===== config.mk =====
export PLATFORM = sky130hd
export DESIGN_NAME = uart_rx
export DESIGN_NICKNAME = d
export VERILOG_FILES = /design/src/rtl/uart_rx.sv
export SDC_FILE = /design/constraint.sdc
export NUM_CORES = 1
export LEC_CHECK = 0
export ABC_AREA = 0
export CAP_MARGIN = 5
export CORE_MARGIN = 4
export CORE_UTILIZATION = 56
export DETAILED_ROUTE_END_ITERATION = 8
export PLACE_DENSITY = 0.79
export SYNTH_ARGS = -nofsm -noshare
export SYNTH_HDL_FRONTEND = slang
export SYNTH_SLANG_ARGS = --single-unit

===== constraint.sdc =====
create_clock -name clk -period 3.5 [get_ports clk]
set_clock_uncertainty 0.1 [all_clocks]
set_input_delay 0.35 -clock clk [delete_from_list [all_inputs] [get_ports clk]]
set_output_delay 0.35 -clock clk [all_outputs]
set_load 0.02 [all_outputs]

===== src/rtl/uart_rx.sv =====
// UART receiver: synchronises rx_in, detects start edges, samples each bit at mid-period
// (MSB first) and emits the received word with a one-cycle valid strobe and frame-error flag.
module uart_rx #(
  parameter int SYNC_STAGES = 2,
  parameter int MIN_DIV     = 4
) (
  input  logic       clk,
  input  logic       rst,
  input  logic [11:0] control,
  input  logic       rx_in,
  output logic [8:0] data,
  output logic       valid,
  output logic       frame_err,
  output logic       busy
);

  localparam int DW = 10;

  typedef enum logic [1:0] {IDLE, START, DATA, STOP} state_t;

  // control layout matches ctrl_reg_t: {br_div[9:0], word, stop}
  logic [DW-1:0] br_div;
  logic [DW-1:0] p_ctl;
  logic [DW-1:0] h_ctl;
  logic          rx_s;
  logic          expire;

  logic [SYNC_STAGES-1:0] sync_q, sync_d;
  logic          rx_prev_q, rx_prev_d;
  logic          armed_q, armed_d;
  state_t        state_q, state_d;
  logic [DW-1:0] cnt_q, cnt_d;
  logic [3:0]    bit_idx_q, bit_idx_d;
  logic          stop_idx_q, stop_idx_d;
  logic [DW-1:0] p_q, p_d;
  logic          word_q, word_d;
  logic          stop_q, stop_d;
  logic [8:0]    shift_q, shift_d;
  logic          err_q, err_d;
  logic [8:0]    data_q, data_d;
  logic          valid_q, valid_d;
  logic          frame_err_q, frame_err_d;

  assign br_div = control[11:2];
  assign p_ctl  = (br_div < DW'(MIN_DIV)) ? DW'(MIN_DIV) : br_div;
  assign h_ctl  = p_ctl >> 1;
  assign rx_s   = sync_q[SYNC_STAGES-1];
  assign expire = (cnt_q == '0);

  always_comb begin
    sync_d      = {sync_q[SYNC_STAGES-2:0], rx_in};
    rx_prev_d   = rx_s;
    armed_d     = armed_q;
    state_d     = state_q;
    cnt_d       = cnt_q;
    bit_idx_d   = bit_idx_q;
    stop_idx_d  = stop_idx_q;
    p_d         = p_q;
    word_d      = word_q;
    stop_d      = stop_q;
    shift_d     = shift_q;
    err_d       = err_q;
    data_d      = data_q;
    valid_d     = 1'b0;
    frame_err_d = frame_err_q;

    // Counters are loaded with N-1 so that each expiry lands exactly N cycles later.
    unique case (state_q)
      IDLE: begin
        if (rx_s) armed_d = 1'b1;
        if (armed_q && rx_prev_q && !rx_s) begin
          state_d    = START;
          cnt_d      = h_ctl - DW'(1);
          p_d        = p_ctl;
          word_d     = control[1];
          stop_d     = control[0];
          err_d      = 1'b0;
          stop_idx_d = 1'b0;
          shift_d    = '0;
        end
      end
      START: begin
        if (!expire) begin
          cnt_d = cnt_q - DW'(1);
        end else if (rx_s) begin
          state_d = IDLE;
        end else begin
          state_d   = DATA;
          cnt_d     = p_q - DW'(1);
          bit_idx_d = word_q ? 4'd8 : 4'd7;
        end
      end
      DATA: begin
        if (!expire) begin
          cnt_d = cnt_q - DW'(1);
        end else begin
          shift_d[bit_idx_q] = rx_s;
          if (!word_q) shift_d[8] = 1'b0;
          cnt_d = p_q - DW'(1);
          if (bit_idx_q == 4'd0) state_d = STOP;
          else bit_idx_d = bit_idx_q - 4'd1;
        end
      end
      STOP: begin
        if (!expire) begin
          cnt_d = cnt_q - DW'(1);
        end else if (stop_q && !stop_idx_q) begin
          if (!rx_s) err_d = 1'b1;
          stop_idx_d = 1'b1;
          cnt_d      = p_q - DW'(1);
        end else begin
          // Finish at mid-stop so a directly following start edge is not missed;
          // a bad frame disarms IDLE until the line has been seen high again.
          err_d       = err_q | !rx_s;
          valid_d     = 1'b1;
          data_d      = shift_q;
          frame_err_d = err_q | !rx_s;
          armed_d     = !(err_q | !rx_s);
          state_d     = IDLE;
        end
      end
      default: state_d = IDLE;
    endcase
  end

  always_ff @(posedge clk) begin
    if (rst) begin
      sync_q      <= '1;
      rx_prev_q   <= 1'b1;
      armed_q     <= 1'b1;
      state_q     <= IDLE;
      cnt_q       <= '0;
      bit_idx_q   <= '0;
      stop_idx_q  <= 1'b0;
      p_q         <= '0;
      word_q      <= 1'b0;
      stop_q      <= 1'b0;
      shift_q     <= '0;
      err_q       <= 1'b0;
      data_q      <= '0;
      valid_q     <= 1'b0;
      frame_err_q <= 1'b0;
    end else begin
      sync_q      <= sync_d;
      rx_prev_q   <= rx_prev_d;
      armed_q     <= armed_d;
      state_q     <= state_d;
      cnt_q       <= cnt_d;
      bit_idx_q   <= bit_idx_d;
      stop_idx_q  <= stop_idx_d;
      p_q         <= p_d;
      word_q      <= word_d;
      stop_q      <= stop_d;
      shift_q     <= shift_d;
      err_q       <= err_d;
      data_q      <= data_d;
      valid_q     <= valid_d;
      frame_err_q <= frame_err_d;
    end
  end

  assign data      = data_q;
  assign valid     = valid_q;
  assign frame_err = frame_err_q;
  assign busy      = (state_q != IDLE);

endmodule

==> results.cfg <==
[synthesis]
synth-edff-count = 0
ys_seq_area_share_pct = 40.5
synth_seq_cells = 54
yosysTopAreaCell = dfxtp_1
synth_top_area_share_pct = 40.5
yosys_warnings = 0
synth_nets = 370
synthFlopType = dfxtp_1
synthTopCellsByArea = dfxtp_1 (41%), a21oi_1 (9.9%), nand2_1 (8.2%)
async_flop_share_pct = 0
syn_area_um2 = 2670
postSynthAreaPerCell_um2 = 7.63
netlist_instances = 350
ys_types = 53

[sta]
holdWs_ps = 326
setup_violations = 0
setup_tns_ps = 0
hold_viol = 0
timing.fmax_mhz = 368
worst_slack_ps = 786
rsz0062_at_grt = false
slew_viol_final = 0
slew_headroom_pct = 31.9
period_share_pct = 77.5
worst_slew_pin_slew_ps = 1020
finalCriticalPeriod_ps = 2710

[final_layout]
drive_gt1_share_pct = 6.50
layout.cells.non_filler = 421
design_area_um2 = 3040
final_cell_mix = nand2_1 (58), dfxtp_1 (54), a21oi_1 (53)
layout_commonest_cell = nand2_1
layout.nets = 388
layout-area-overhead-vs-synth_pct = 13.8
n_antenna_cell = 0

[worst_setup_path]
critPathMaxFanout = 14
crit_arrival_ps = 2820
crit_type = flop to flop
r2r_slack_ps = 790
end_kind = flop
start_kind = flop
required_ps = 3610

[place]
io_buffers = 26
place_congestion = 0.893
dp_slack_ps = 502
place_area_um2 = 2930
place_inst = 413
hpwl_um = 4420

[detailed_routing]
vias = 2474
ant_nets = 0
firstDrtPassIters = 4
routed_wl_um = 6200
drtIter0Drc = 230
wl_per_cell_um = 14.7
route.detailed.drc = 0
via_per_inst = 5.88

[die]
start_util_pct = 59.6
core_um2 = 4470
die_w_um = 77.0
io_pins = 27
die_h_um = 77.0
die_area_um2 = 5930
num_rows = 24

[clock_tree]
cts_buffer_depth = 2
cts_setup_buffers = 0
cts_tree = built
clkLatencyLatePin_ps = 300
hold_buffers = 0
cts_buffers = 5
cts-resized-gates = 0
clk_pin_slew_ps = 90
clock-sinks = 54
ctsHtreeMaxLevel = 2
cts_root_buffer = clkbuf_8

[global_routing]
grt_max_degree = 58
antenna_found_initial = 0
grt_pass1_wl_um = 10900
grt_pass1_vias = 2206
grt_overflow = 0
grt_use_total_pct = 22.1

[flow_run]
maxCapViolCount = 0

[hold_path]
hp-start = sync_q[0]
worst_hold_path_type = flop to flop

[pwr]
power_density_nw_per_um2 = 423
ir_drop_mv = 0.313
p_leak_nw = 1.05

[status]
outcome = completed
-- cell usage after synthesis, drive strengths merged, types with 4 or more instances --
cell     count
a21oi       54
buf          4
clkbuf      14
dfxtp       54
ha           5
inv          8
nand2       58
nand3       10
nand4        4
nor2        40
nor2b        7
nor3        15
nor4         8
o21ai       15
o2bb2ai      5
or2          6
-- through the flow --
step / utilization (%) / power [W]
floorplan: - / 0.000838
global placement: 65.4 / 0.000899
detailed placement: 65.4 / 0.000903
CTS: 67.9 / 0.00129
global route: 67.9 / 0.00136
finish: 67.9 / 0.00128
-- path summary, 6_finish.rpt --
path	to	depth (start not counted)
setup reg to reg	cnt_q[8]	10
setup / recovery	cnt_q[8]	10
hold / removal	sync_q[1]	1
hold reg to reg	sync_q[1]	1
-- cells by family after synthesis --
| kind of cell | Yosys count | share of synthesized area [%] |
|---|---|---|
| mux | 1 | 0.375 |
| buf+inv | 26 | 4.31 |
| fa+ha+maj | 5 | 2.34 |
| xor+xnor | 2 | 0.656 |
| compound gates | 98 | 22.3 |
| simple gates | 164 | 29.5 |
| flops | 54 | 40.5 |
-- area by class of cell --
class                   count  area (um2)
multi-input cells         270        1470
fillers                   391        1440
flip-flops and latches     54        1080
repair buffers             29         278
clock buffers               8         110
well taps                  52        65.1
inverters                   8        30.0
-- critical path: stages, from the launching register on --
cell and delay, ps:
dfxtp_1 470, nor2_8 290, inv_2 150, and2_1 190, a31o_2 240, a21oi_1 170, ha_1 210, o211ai_1 130
nor3_1 300, nand3_1 120, a311oi_1 260
-- routing by layer --
metal  wire, um  vias to the layer above  global-route usage (%)
met4         48                        0                    5.34
met3        439                        4                    4.57
met1       3130                     1122                    34.5
met2       2580                       80                    30.7
met5          0                        -                       0
li1           -                     1268                       -
-- flip-flops by register name, summed over array words and instances (netlist names), named ones only --
register    cells
sync_q          2
state_q         1
err_q           1
shift_q         9
data            9
valid           1
cnt_q          10
word_q          1
p_q            10
stop_idx_q      1
armed_q         1
frame_err       1
stop_q          1
bit_idx_q       4
rx_prev_q       1
-- where the power goes --
part	internal (W)	switching (W)	leakage, nW
clock	0.000200	0.000191	0.0575
combinational	0.0000854	0.000150	0.558
sequential	0.000634	0.0000245	0.437
(Power assumes the default switching activity.)
